<file path="config.mk">
export PLATFORM = sky130hd
export DESIGN_NAME = bus_dest_regbank
export DESIGN_NICKNAME = d
export VERILOG_FILES = /design/src/rtl/bus_dest_regbank_pkg.sv /design/src/rtl/bus_dest_regbank_dest_decoder.sv /design/src/rtl/bus_dest_regbank.sv
export SDC_FILE = /design/constraint.sdc
export NUM_CORES = 1
export LEC_CHECK = 0
export BUFFER_PORTS_ARGS = -buffer_cell sky130_fd_sc_hd__buf_4
export CAP_MARGIN = 20
export CORE_AREA = 2 2 338 340
export DETAILED_ROUTE_END_ITERATION = 16
export DIE_AREA = 0 0 340 342
export GPL_ROUTABILITY_DRIVEN = 0
export PLACE_DENSITY = 0.58
export SLEW_MARGIN = 5
export SYNTH_ARGS = -nofsm -noshare
export SYNTH_HDL_FRONTEND = slang
export SYNTH_SLANG_ARGS = --single-unit
</file>
<file path="constraint.sdc">
create_clock -name clock -period 33.4 [get_ports clock]
set_input_delay 5.01 -clock clock [delete_from_list [all_inputs] [get_ports clock]]
set_output_delay 5.01 -clock clock [all_outputs]
set_load 0.03 [all_outputs]
</file>
<file path="src/rtl/bus_dest_regbank_pkg.sv">
// Datapath-wide bus encoding: sizes and destination slot codes shared by the
// bus-source multiplexer and the destination register bank.
package bus_dest_regbank_pkg;

  localparam int BUS_WIDTH    = 32;
  localparam int BUS_NUM_DEST = 24;
  localparam int BUS_SEL_W    = 5;

  // Slot code N is written by dest_sel N and read back by bus-mux select N.
  typedef enum logic [BUS_SEL_W-1:0] {
    SLOT_R0     = 5'd0,
    SLOT_R1     = 5'd1,
    SLOT_R2     = 5'd2,
    SLOT_R3     = 5'd3,
    SLOT_R4     = 5'd4,
    SLOT_R5     = 5'd5,
    SLOT_R6     = 5'd6,
    SLOT_R7     = 5'd7,
    SLOT_R8     = 5'd8,
    SLOT_R9     = 5'd9,
    SLOT_R10    = 5'd10,
    SLOT_R11    = 5'd11,
    SLOT_R12    = 5'd12,
    SLOT_R13    = 5'd13,
    SLOT_R14    = 5'd14,
    SLOT_R15    = 5'd15,
    SLOT_HI     = 5'd16,
    SLOT_LO     = 5'd17,
    SLOT_ZHI    = 5'd18,
    SLOT_ZLO    = 5'd19,
    SLOT_PC     = 5'd20,
    SLOT_MDR    = 5'd21,
    SLOT_INPORT = 5'd22,
    SLOT_C      = 5'd23
  } slot_code_e;

endpackage

</file>
<file path="src/rtl/bus_dest_regbank_dest_decoder.sv">
// Destination code decoder: one-hot write enables gated by load, plus a flag
// for codes beyond the implemented slot range.
module bus_dest_regbank_dest_decoder
  import bus_dest_regbank_pkg::*;
#(
  parameter int NUM_DEST = BUS_NUM_DEST,
  parameter int SEL_W    = BUS_SEL_W
) (
  input  logic [SEL_W-1:0]    sel,
  input  logic                en,
  output logic [NUM_DEST-1:0] onehot,
  output logic                out_of_range
);

  always_comb begin
    onehot = '0;
    for (int i = 0; i < NUM_DEST; i++) begin
      if (en && (int'(sel) == i)) onehot[i] = 1'b1;
    end
    out_of_range = en && (int'(sel) >= NUM_DEST);
  end

endmodule

</file>
<file path="src/rtl/bus_dest_regbank.sv">
// Destination register bank on the shared bus: 24 slots written by code from
// the bus, HI/LO loaded directly by the multiply/divide unit.
module bus_dest_regbank
  import bus_dest_regbank_pkg::*;
#(
  parameter int WIDTH    = BUS_WIDTH,
  parameter int NUM_DEST = BUS_NUM_DEST,
  parameter int SEL_W    = BUS_SEL_W
) (
  input  logic             clock,
  input  logic             clear,
  input  logic [WIDTH-1:0] bus_in,
  input  logic [SEL_W-1:0] dest_sel,
  input  logic             load,
  input  logic             hilo_load,
  input  logic [WIDTH-1:0] hi_in,
  input  logic [WIDTH-1:0] lo_in,
  input  logic             ba_out,
  output logic [WIDTH-1:0] slot_out0,
  output logic [WIDTH-1:0] slot_out1,
  output logic [WIDTH-1:0] slot_out2,
  output logic [WIDTH-1:0] slot_out3,
  output logic [WIDTH-1:0] slot_out4,
  output logic [WIDTH-1:0] slot_out5,
  output logic [WIDTH-1:0] slot_out6,
  output logic [WIDTH-1:0] slot_out7,
  output logic [WIDTH-1:0] slot_out8,
  output logic [WIDTH-1:0] slot_out9,
  output logic [WIDTH-1:0] slot_out10,
  output logic [WIDTH-1:0] slot_out11,
  output logic [WIDTH-1:0] slot_out12,
  output logic [WIDTH-1:0] slot_out13,
  output logic [WIDTH-1:0] slot_out14,
  output logic [WIDTH-1:0] slot_out15,
  output logic [WIDTH-1:0] slot_out16,
  output logic [WIDTH-1:0] slot_out17,
  output logic [WIDTH-1:0] slot_out18,
  output logic [WIDTH-1:0] slot_out19,
  output logic [WIDTH-1:0] slot_out20,
  output logic [WIDTH-1:0] slot_out21,
  output logic [WIDTH-1:0] slot_out22,
  output logic [WIDTH-1:0] slot_out23,
  output logic             write_done,
  output logic [SEL_W-1:0] last_dest,
  output logic             sel_err
);

  localparam int HI_IDX = int'(SLOT_HI);
  localparam int LO_IDX = int'(SLOT_LO);

  logic [NUM_DEST-1:0] bus_wr_en;
  logic                bad_sel;
  logic [NUM_DEST-1:0] wr_en;
  logic [WIDTH-1:0]    wr_data [NUM_DEST];
  logic [WIDTH-1:0]    slot_q  [NUM_DEST];

  bus_dest_regbank_dest_decoder #(
    .NUM_DEST (NUM_DEST),
    .SEL_W    (SEL_W)
  ) u_dec (
    .sel          (dest_sel),
    .en           (load),
    .onehot       (bus_wr_en),
    .out_of_range (bad_sel)
  );

  // HI/LO load overrides a bus write aimed at the same slot.
  always_comb begin
    wr_en = bus_wr_en;
    for (int i = 0; i < NUM_DEST; i++) wr_data[i] = bus_in;
    if (hilo_load) begin
      wr_en[HI_IDX]   = 1'b1;
      wr_en[LO_IDX]   = 1'b1;
      wr_data[HI_IDX] = hi_in;
      wr_data[LO_IDX] = lo_in;
    end
  end

  // ---- register stage: slots and write-status flags ----
  always_ff @(posedge clock or posedge clear) begin
    if (clear) begin
      for (int i = 0; i < NUM_DEST; i++) slot_q[i] <= '0;
      write_done <= 1'b0;
      last_dest  <= '0;
      sel_err    <= 1'b0;
    end else begin
      for (int i = 0; i < NUM_DEST; i++) begin
        if (wr_en[i]) slot_q[i] <= wr_data[i];
      end
      write_done <= (|bus_wr_en) || hilo_load;
      sel_err    <= bad_sel;
      if (|bus_wr_en) last_dest <= dest_sel;
    end
  end

  // Slot 0 reads as zero while ba_out is high; storage is unaffected.
  assign slot_out0  = ba_out ? '0 : slot_q[0];
  assign slot_out1  = slot_q[1];
  assign slot_out2  = slot_q[2];
  assign slot_out3  = slot_q[3];
  assign slot_out4  = slot_q[4];
  assign slot_out5  = slot_q[5];
  assign slot_out6  = slot_q[6];
  assign slot_out7  = slot_q[7];
  assign slot_out8  = slot_q[8];
  assign slot_out9  = slot_q[9];
  assign slot_out10 = slot_q[10];
  assign slot_out11 = slot_q[11];
  assign slot_out12 = slot_q[12];
  assign slot_out13 = slot_q[13];
  assign slot_out14 = slot_q[14];
  assign slot_out15 = slot_q[15];
  assign slot_out16 = slot_q[16];
  assign slot_out17 = slot_q[17];
  assign slot_out18 = slot_q[18];
  assign slot_out19 = slot_q[19];
  assign slot_out20 = slot_q[20];
  assign slot_out21 = slot_q[21];
  assign slot_out22 = slot_q[22];
  assign slot_out23 = slot_q[23];

endmodule

</file>
=== Word level (Yosys, flattened, before mapping) ===
Index checks and enable logic that the tools add are counted.

* Register bits after elaboration: 775
* Input port bits: 106
* Output and inout bits: 775
* Word-level logic and storage cells: 106

* Magnitude comparators: 1
* Eq/ne operators: 23
* Mux-type cells: 27
* Reduce and logical (&&, ||, !) cells: 28

{| class="wikitable"
|+ Operators by type and width
! cell !! count
|-
| $eq A5 B5 Y1 const B || 16
|-
| $mux W64 || 1
|-
| $mux W32 || 1
|-
| $logic_and A1 B1 Y1 || 25
|-
| $mux W1 || 24
|-
| $reduce_or A24 Y1 || 1
|-
| $eq A5 B4 Y1 const B || 4
|-
| $eq A5 B3 Y1 const B || 2
|-
| $eq A5 B2 Y1 const B || 1
|-
| $ge A5 B5 Y1 const B || 1
|-
| $logic_not A5 Y1 || 1
|-
| $mux W2 || 1
|-
| $logic_or A1 B1 Y1 || 1
|}

=== Longest topological paths before layout ===
Gate-level depths: netlist of the first run.

* Depth after elaboration: 5
* Mapped depth: 6
* Mapped depth without buffers: 3

=== By module ===
A second synthesis of the first run with hierarchy kept.

* Cell total of the unflattened synthesis: 2668
* Area total of the unflattened synthesis: 35432.7 um2

{| class="wikitable"
|+ Modules (own cells, without submodules)
! module !! times used !! cells each !! area each (um2) !! sequential area each (um2)
|-
| bus_dest_regbank || 1 || 2632 || 35235.0 || 19393.6
|-
| bus_dest_regbank_dest_decoder || 1 || 36 || 197.7 || 0.0
|}

=== Least setup slack after synthesis of the first run ===
Ideal clock, no wire load.

* Path type: input -> output
* Start point: input port ba_out
* End point: output port slot_out0[10]
* Arrival time: 5652 ps
* Required time: 28390 ps
* Setup slack: 22738 ps
* Cell stages on the path: 2
* Buffers on the path: 1
* Cells stage by stage: clkbuf_1 > nor2b_1

* Word-level cells in the longest chain between the ends: 1

{| class="wikitable"
|+ RTL lines
! item !! RTL line !! RTL
|-
| start, declared || bus_dest_regbank.sv:18 || <nowiki>input logic ba_out,</nowiki>
|-
| $mux W32 || bus_dest_regbank.sv:97 || <nowiki>assign slot_out0 = ba_out ? '0 : slot_q[0];</nowiki>
|-
| end, declared || bus_dest_regbank.sv:19 || <nowiki>output logic [WIDTH-1:0] slot_out0,</nowiki>
|}

No other way between the ends.

=== Worst setup path in the final report of the first run ===
* Start point: input port ba_out
* End point: output port slot_out0[20]

Same word-level chain as after synthesis.

==> results of run 1 <==
==> cell type report <==
| type | instances | area, µm² |
|---|---|---|
| fill | 11100 | 72000 |
| sequential | 775 | 19400 |
| multi-input combinational | 1042 | 9980 |
| timing repair buffer | 919 | 6960 |
| clock buffer | 127 | 2560 |
| tap | 1512 | 1890 |
| clock inverter | 28 | 350 |
| inverter | 1 | 11.3 |
| antenna | 2 | 5.00 |
==> metal layers <==
| layer | share of wire, % | wire length, µm | GRT usage (%) | vias to the layer above |
|---|---|---|---|---|
| li1 | - | - | - | 8685 |
| met1 | 40 | 46800 | 23.6 | 11000 |
| met2 | 50 | 58200 | 33.1 | 754 |
| met3 | 6.8 | 7900 | 4.89 | 149 |
| met4 | 3.0 | 3510 | 6.84 | 0 |
| met5 | 0 | 0 | 0 | - |
==> stage by stage <==
stage          worst slack, ps  instance area (µm²)
2_1_floorplan             6630                35600
3_3_place_gp             22310                38200
3_5_place_dp             22310                38200
4_1_cts                  22700                41100
5_1_grt                  22660                41100
6_report                 22710                41100
==> power breakdown <==
| group | switching (mW) | total [mW] | leakage, nW | internal (mW) |
|---|---|---|---|---|
| clock | 0.406 | 0.978 | 1.43 | 0.571 |
| combinational | 0.582 | 0.933 | 8.72 | 0.351 |
| sequential | 0.0931 | 1.21 | 9.80 | 1.11 |
==> layout by cell type (no fill, tap or decap), types with 2 or more instances in the layout <==
master      count
clkinv_2       12
clkbuf_8       25
nand4_1         3
nor2b_1       101
clkbuf_16      86
clkinvlp_4      3
inv_6           4
mux2_2        651
nor2_1          5
dfrtp_1       775
nor2_4          3
buf_4         915
a21oi_1        64
bufinv_16       5
clkinv_8        2
a31oi_1        64
and4bb_2        2
nand3_2         2
diode_2         2
o21ai_0        64
mux2_1         56
nand2_1         2
nand2_2        11
buf_16          2
clkbuf_1       16
==> cell families (layout without fill, tap and decap cells) <==
| group | Yosys count | after routing | share of synthesized area, % |
|---|---|---|---|
| buffers and inverters | 919 | 1075 | 17.7 |
| DFF | 775 | 775 | 54.5 |
| muxes | 707 | 707 | 22.4 |
| AOI/OAI and AO/OA | 193 | 193 | 2.95 |
| and+or+nand+nor | 142 | 142 | 2.45 |
| other | 0 | 2 | 0 |
==> worst max-delay path by stage <==
stage / endpoint / slack (ps)
2_1_floorplan: last_dest[0]$_DFFE_PP0P_ / 6630
3_3_place_gp: slot_out20[3]$_DFFE_PP0P_ / 22310
3_5_place_dp: slot_out19[3]$_DFFE_PP0P_ / 22310
4_1_cts: slot_out0[20] / 22700
5_1_grt: slot_out0[22] / 22660
6_report: slot_out0[20] / 22710
==> reports/metrics.cfg, run 1 <==
[logic_synthesis]
yosys.area.top_type = dfrtp_1
ys_seq_area_share_pct = 54.5
syn_nets = 2842
synth_cell_type_count = 29
synth_most_common_cell = dfrtp_1
synth.ff_latch_count = 775
synth_common_cells = dfrtp_1, buf_4, mux2_2, clkbuf_1, nor2b_1
synthesis.area_um2 = 35600
avgSynthCellArea_um2 = 13.0
synth-edff-count = 0
yosys_warnings = 0
yosys_most_used_dff = dfrtp_1
synthTopCellsByArea = dfrtp_1, mux2_2, buf_4, nor2b_1, mux2_1
synth_top_area_share_pct = 54.5
async_flop_share_pct = 100
syn_inst = 2736

[critical_path]
crit_cells = 3
ff2ff_path_depth = 2
slowest_stage = buf_4
critPathLaunchType = input port
endpoint_kind = primary output
crit_top_cell = buf_4
worst_ep_arrival_time_ps = 5680
path_cells = buf_4 > nor2b_1 > buf_4
crit_fanout = 32
worstPathBufferInverterCount = 2
crit_start = ba_out
ff2ff_setup_slack_ps = 32420
critPathKind = in -> out
slowest_delay_ps = 350
path_delay_family = buffers and inverters
required_ps = 28390
reg2reg_to = slot_out17[9]$_DFFE_PP0P_
r2r-start = slot_out17[9]$_DFFE_PP0P_

[routing]
drt_pass1_iterations = 5
vias = 20600
drt-initial-drc-count = 946
wl_per_cell_um = 26.4
drc = 0
ant_nets = 0
vias_per_cell = 4.67
postRouteWirelength_um = 116000

[outcome]
status = finished clean

[cells_and_area]
nets = 2931
post-route-util_pct = 36.4
syn_to_final_growth_pct = 15.7
layout.cells.non_filler = 4406
drive_gt1_share_pct = 60.1

[clocking]
cts_buffer_depth = 3
cts_setup_buffers = 0
cts_tree = built
clock_sinks = 775
numCtsBuffers = 86
ctsHoldBuffers = 0
insertion_delay_ps = 650
post_cts_resized = 0
cts.htree.levels = 3
clkTransAtPathRegs_ps = 60
ctsRootBufferMaster = clkbuf_16

[hold_path]
hold_path.class = reg -> reg
hold_depth = 1
hp-start = slot_out15[25]$_DFFE_PP0P_
whs_endpoint = slot_out15[25]$_DFFE_PP0P_

[placement]
dp_cells = 4246
port_buffers = 880
dp_hpwl_um = 78800

[timing]
worst_slew_pin_slew_ps = 1150
slew_headroom_pct = 23.6
slew_violations = 0
max_freq_ghz = 0.0935
setup-violations-final = 0
hold_viol = 0
holdWs_ps = 487
skew_ps = 0
rsz0062_at_grt = false
post-route-min-period_ps = 10690
finalSetupTns_ps = 0
fin_crit_sh_pct = 32.0

[global_routing]
grt_antenna_before_repair = 12
grt_pass1_vias = 20500
overflow = 0
grt_max_degree = 116
grt_pass1_wl_um = 161000
grt_usage_pct = 19.3

[power_and_ir_drop]
p_leak_nw = 19.9
max-vdd-ir-drop_mv = 0.0439
power_density_nw_per_um2 = 75.7
finalPower_mw = 3.12

[die]
io-pin-count = 881
fp-row-count = 124
die-area_um2 = 116000
die_h_um = 342
die_x_um = 340
core_area_um2 = 113000
initial_core_util_pct = 31.5

[job]
cap_violations = 0

Power figures use the tool's default switching activity.
==> inputs of run 2 (changes only) <==
- clock period: 33.4 -> 10.7 ns (I/O delays scaled with it)
==> run 2 against run 1 <==
Compared with the run above:
- critical path depth stayed put
- final area decreased by 0.12%
- clock power increased to 3.1 times the previous value
- register-to-register slack lost 23000 ps
- highest routed layer is now met5
==> reports/metrics.cfg, run 2 (synthesized netlist as in run 1, its figures left out) <==
[outcome]
status = finished clean

[timing]
fin_crit_sh_pct = 36.6
skew_ps = 0  ; unchanged
setup-violations-final = 0  ; unchanged
hold_viol = 0  ; unchanged
max_freq_ghz = 0.255
slew_headroom_pct = 24.6  ; +0.97 points
slew_violations = 0  ; unchanged
worst_slew_pin_slew_ps = 1130  ; -18.3 ps
finalSetupTns_ps = 0  ; unchanged
post-route-min-period_ps = 3920
rsz0062_at_grt = false

[critical_path]
endpoint_kind = primary output
critPathLaunchType = input port
ff2ff_path_depth = 1  ; -1
crit_fanout = 32  ; unchanged
critPathKind = in -> out
required_ps = 9100  ; -19,290 ps
worst_ep_arrival_time_ps = 2320  ; -3360 ps

[die]
die_x_um = 340  ; unchanged
die-area_um2 = 116000  ; unchanged
core_area_um2 = 113000  ; unchanged
io-pin-count = 881  ; unchanged
initial_core_util_pct = 31.5  ; unchanged
die_h_um = 342  ; unchanged
fp-row-count = 124  ; unchanged

[clocking]
clkTransAtPathRegs_ps = 60  ; about the same
clock_sinks = 775  ; unchanged
post_cts_resized = 0  ; unchanged
cts_tree = built
ctsHoldBuffers = 0  ; unchanged
cts_setup_buffers = 0  ; unchanged
cts_buffer_depth = 3  ; unchanged
numCtsBuffers = 88  ; +2.3%
cts.htree.levels = 3  ; unchanged
ctsRootBufferMaster = clkbuf_16
insertion_delay_ps = 660  ; about the same

[global_routing]
grt_pass1_wl_um = 162000  ; +0.32%
overflow = 0  ; unchanged
grt_pass1_vias = 20600  ; +0.48%
grt_max_degree = 187  ; +61%
grt_antenna_before_repair = 11  ; -1
grt_usage_pct = 19.5  ; +0.13 points

[cells_and_area]
drive_gt1_share_pct = 59.7  ; -0.35 points
layout_common_cells = buf_4, dfrtp_1, mux2_2
syn_to_final_growth_pct = 15.5
final_common_cell = buf_4
fillers = 11000  ; -0.53%
post-route-util_pct = 36.3  ; -0.042 points
nets = 2925  ; -0.20%

[power_and_ir_drop]
power.share.switching_pct = 34.9  ; +0.24 points
max-vdd-ir-drop_mv = 0.152  ; +250%
pwr-share-comb_pct = 30.1  ; +0.2 points
p_int_mw = 6.29  ; +210%
pwr-share-clk_pct = 31.0  ; -0.4 points
p_leak_nw = 19.9  ; -0.26%
power_density_nw_per_um2 = 235  ; +210%
seqPwrFrac_pct = 38.8  ; about the same
power.switching_mw = 3.38  ; +210%

[routing]
vias = 20500  ; -0.60%
wl_per_cell_um = 26.7  ; +0.85%
drt_pass1_iterations = 6  ; +1
ant_nets = 0  ; unchanged
postRouteWirelength_um = 117000  ; +0.62%
vias_per_cell = 4.65  ; -0.38%
drt-initial-drc-count = 1095  ; +16%
drc = 0  ; unchanged

[placement]
dp_hpwl_um = 78800  ; about the same
port_buffers = 880  ; unchanged

[hold_path]
hold_path.class = reg -> reg
hold_depth = 1  ; unchanged

[job]
cap_violations = 0  ; unchanged

==> run 2: cell types whose count changed in the layout (fill, tap and decap cells not counted) <==
cell and delta:
clkinv_4 +3, buf_16 -1, diode_2 +3, bufinv_16 -1, clkbuf_8 -11, clkbuf_16 +2
inv_6 -4, buf_4 -13, clkbuf_1 +5, clkinvlp_4 -1, buf_12 +6, clkinv_16 +3
inv_8 -1
==> run 2: area by class of cell <==
class | instances | area, µm² | share of cell area, %
flip-flops and latches | 775 | 19400 | 47.2
multi-input cells | 1042 | 9980 | 24.3
repair buffers | 911 | 6950 | 16.9
clock buffers | 123 | 2470 | 6.02
well taps | 1512 | 1890 | 4.60
clock inverters | 27 | 387 | 0.941
diodes | 5 | 12.5 | 0.0304
inverters | 1 | 7.51 | 0.0183
==> run 2: final timing paths <==
| kind | endpoint | start | slack, ps |
|---|---|---|---|
| setup / recovery | slot_out0[26] | ba_out | 6780 |
| hold / removal | slot_out7[3]$_DFFE_PP0P_ | slot_out7[3]$_DFFE_PP0P_ | 490 |
| setup reg to reg | slot_out22[30]$_DFFE_PP0P_ | slot_out22[30]$_DFFE_PP0P_ | 9840 |
| hold reg to reg | slot_out7[3]$_DFFE_PP0P_ | slot_out7[3]$_DFFE_PP0P_ | 490 |
| max in group asynchronous | slot_out23[4]$_DFFE_PP0P_ | clear | 7220 |
| min in group asynchronous | slot_out12[21]$_DFFE_PP0P_ | clear | 1150 |
==> run 2: worst max-delay path, stage by stage <==
cell	delay, ps
buf_4	380
nor2b_1	110
buf_4	200
==> run 2: metal layers <==
| layer | vias up | routed length (µm) | track usage [%] |
|---|---|---|---|
| met5 | - | 12 | 0 |
| met3 | 194 | 9320 | 5.76 |
| met4 | 2 | 4370 | 7.92 |
| met1 | 10800 | 45800 | 23.3 |
| li1 | 8654 | - | - |
| met2 | 769 | 57700 | 32.8 |
==> run 2: power by group through the flow <==
stage / logic (mW) / registers, mW / clock network [mW]
floorplan: 2.48 / 3.73 / 0
global placement: 2.92 / 3.78 / 0
detailed placement: 2.94 / 3.80 / 0
CTS: 2.94 / 3.75 / 3.09
global route: 3.02 / 3.82 / 3.21
finish: 2.92 / 3.75 / 3.00
==> run 2: through the flow <==
stage	hold slack, ps	power (mW)	area, µm²	setup WS (ps)	cells
final	485	9.67	41100	6780	4396
after global routing	494	10.0	41100	6730	4391
after CTS	489	9.78	41000	6770	4387
after detailed placement	476	6.74	38100	6380	4237
after global placement	472	6.70	38100	6380	4237
after floorplan	459	6.21	35600	-1540	2736
==> inputs of run 3 (changes only) <==
- CORE_AREA: 2 2 338 340 -> 2 2 345 347
- DIE_AREA: 0 0 340 342 -> 0 0 347 349
- clock period: 10.7 -> 3.16 ns (I/O delays scaled with it)
==> run 3 against run 2 <==
Compared with the run above:
- combinational power grew to 3.4 times the previous value
- register-to-register slack got worse by 7600 ps
- clock power rose to 3.8 times the previous value
- sequential power grew to 3.4 times the previous value
- clock skew unchanged
==> reports/metrics.cfg, run 3 (synthesized netlist as in run 1, its figures left out) <==
[clocking]
post_cts_resized = 0  ; unchanged
cts_buffer_depth = 3  ; unchanged
ctsHoldBuffers = 16  ; +16
clkTransAtPathRegs_ps = 60  ; about the same
clock_sinks = 775  ; unchanged
cts.htree.levels = 3  ; unchanged
cts_tree = built
insertion_delay_ps = 660  ; about the same
numCtsBuffers = 90  ; +2.3%
cts_setup_buffers = 0  ; unchanged
ctsRootBufferMaster = clkbuf_16

[global_routing]
grt_max_degree = 78  ; -58%
overflow = 0  ; unchanged
grt_pass1_vias = 21300  ; +3.5%
grt_pass1_wl_um = 167000  ; +3.4%
grt_usage_pct = 19.3  ; -0.15 points
grt_antenna_before_repair = 7  ; -4

[die]
io-pin-count = 881  ; unchanged
core_area_um2 = 117000  ; +3.8%
die_h_um = 349  ; +2.0%
die-area_um2 = 121000  ; +4.1%
die_x_um = 347  ; +2.1%
initial_core_util_pct = 30.3  ; -1.2 points
fp-row-count = 126  ; +1.6%

[timing]
slew_headroom_pct = 29.0  ; +4.4 points
post-route-min-period_ps = 1930
fin_crit_sh_pct = 61.1
setup-violations-final = 0  ; unchanged
slew_violations = 0  ; unchanged
holdWs_ps = 65.8  ; -419 ps
fin_ws_ps = 1230  ; -5550 ps
finalSetupTns_ps = 0  ; unchanged
max_freq_ghz = 0.518
skew_ps = 0  ; unchanged
hold_viol = 0  ; unchanged
rsz0062_at_grt = false
worst_slew_pin_slew_ps = 1070  ; -62.0 ps

[critical_path]
path_cells = buf_4
required_ps = 2690  ; -6410 ps
critPathKind = reg -> out
path_delay_family = flip-flops
crit_fanout = 2  ; -94%
slowest_stage = dfrtp_1
worst_ep_arrival_time_ps = 1460  ; -860 ps
endpoint_kind = primary output
critPathLaunchType = register
worstPathBufferInverterCount = 1  ; -1
slowest_delay_ps = 560  ; +180 ps

[routing]
drt-initial-drc-count = 1117  ; +2.0%
vias = 20900  ; +2.3%
drc = 0  ; unchanged
postRouteWirelength_um = 121000  ; +3.0%
ant_nets = 0  ; unchanged
wl_per_cell_um = 26.9  ; +0.88%
vias_per_cell = 4.66  ; +0.16%
drt_pass1_iterations = 4  ; -2

[placement]
pre_cts_ws_ps = 677  ; -5700 ps
port_buffers = 880  ; unchanged
dp_hpwl_um = 82700  ; +4.8%

[cells_and_area]
nets = 2981  ; +1.9%
syn_to_final_growth_pct = 18.3
final_common_cell = buf_4
layout_common_cells = buf_4, dfrtp_1, mux2_2
drive_gt1_share_pct = 60.4  ; +0.64 points

[hold_path]
hold_path.class = in -> reg

[power_and_ir_drop]
power.share.switching_pct = 34.2  ; -0.75 points
power.switching_mw = 11.6  ; +240%
power_density_nw_per_um2 = 807  ; +240%
pwr-share-clk_pct = 33.2  ; +2.2 points
p_leak_nw = 20.4  ; +2.4%
pwr-share-comb_pct = 29.3  ; -0.8 points
finalPower_mw = 34.0  ; +250%
max-vdd-ir-drop_mv = 0.690  ; +350%
seqPwrFrac_pct = 37.5  ; -1.3 points
p_int_mw = 22.4  ; +260%

[outcome]
status = finished clean

[job]
cap_violations = 0  ; unchanged

run 3: area by class of cell:
type | instances | area, µm²
multi-input combinational | 1042 | 9980
clock buffer | 130 | 2670
sequential | 775 | 19400
inverter | 1 | 7.51
antenna | 5 | 12.5
clock inverter | 35 | 562
tap | 1536 | 1920
fill | 11400 | 75400
timing repair buffer | 965 | 7540
run 3: per-stage QoR:
stage,instance area (µm²),instances,util (%)
final,42100,4489,35.8
after global routing,42100,4484,35.8
after global placement,38700,4303,32.9
after detailed placement,38700,4303,32.9
after CTS,42100,4484,35.8
after floorplan,35600,2736,-
run 3: per-layer routing:
metal	GRT usage (%)	share of wire, %
met1	23.5	40
met2	33.0	50
met3	4.99	7.4
met4	6.74	3.2
met5	0	0.015
run 3: power by group through the flow:
stage	combinational (mW)	sequential, mW	clock, mW
finish	9.95	12.7	11.3
CTS	10.0	12.7	11.6
floorplan	8.40	12.6	0
global placement	9.95	12.8	0
global route	10.3	13.0	12.0
detailed placement	10.0	12.9	0
run 3: path summary, 6_finish.rpt:
check	from	end	slack [ps]	depth (start not counted)
max in group asynchronous	clear	slot_out5[13]$_DFFE_PP0P_	1530	6
setup reg to reg	slot_out16[27]$_DFFE_PP0P_	slot_out16[27]$_DFFE_PP0P_	2210	2
hold reg to reg	slot_out15[8]$_DFFE_PP0P_	slot_out15[8]$_DFFE_PP0P_	490	1
hold / removal	hi_in[29]	slot_out16[29]$_DFFE_PP0P_	70	3
min in group asynchronous	clear	slot_out4[17]$_DFFE_PP0P_	490	3
setup / recovery	slot_out16[27]$_DFFE_PP0P_	slot_out16[27]	1230	1
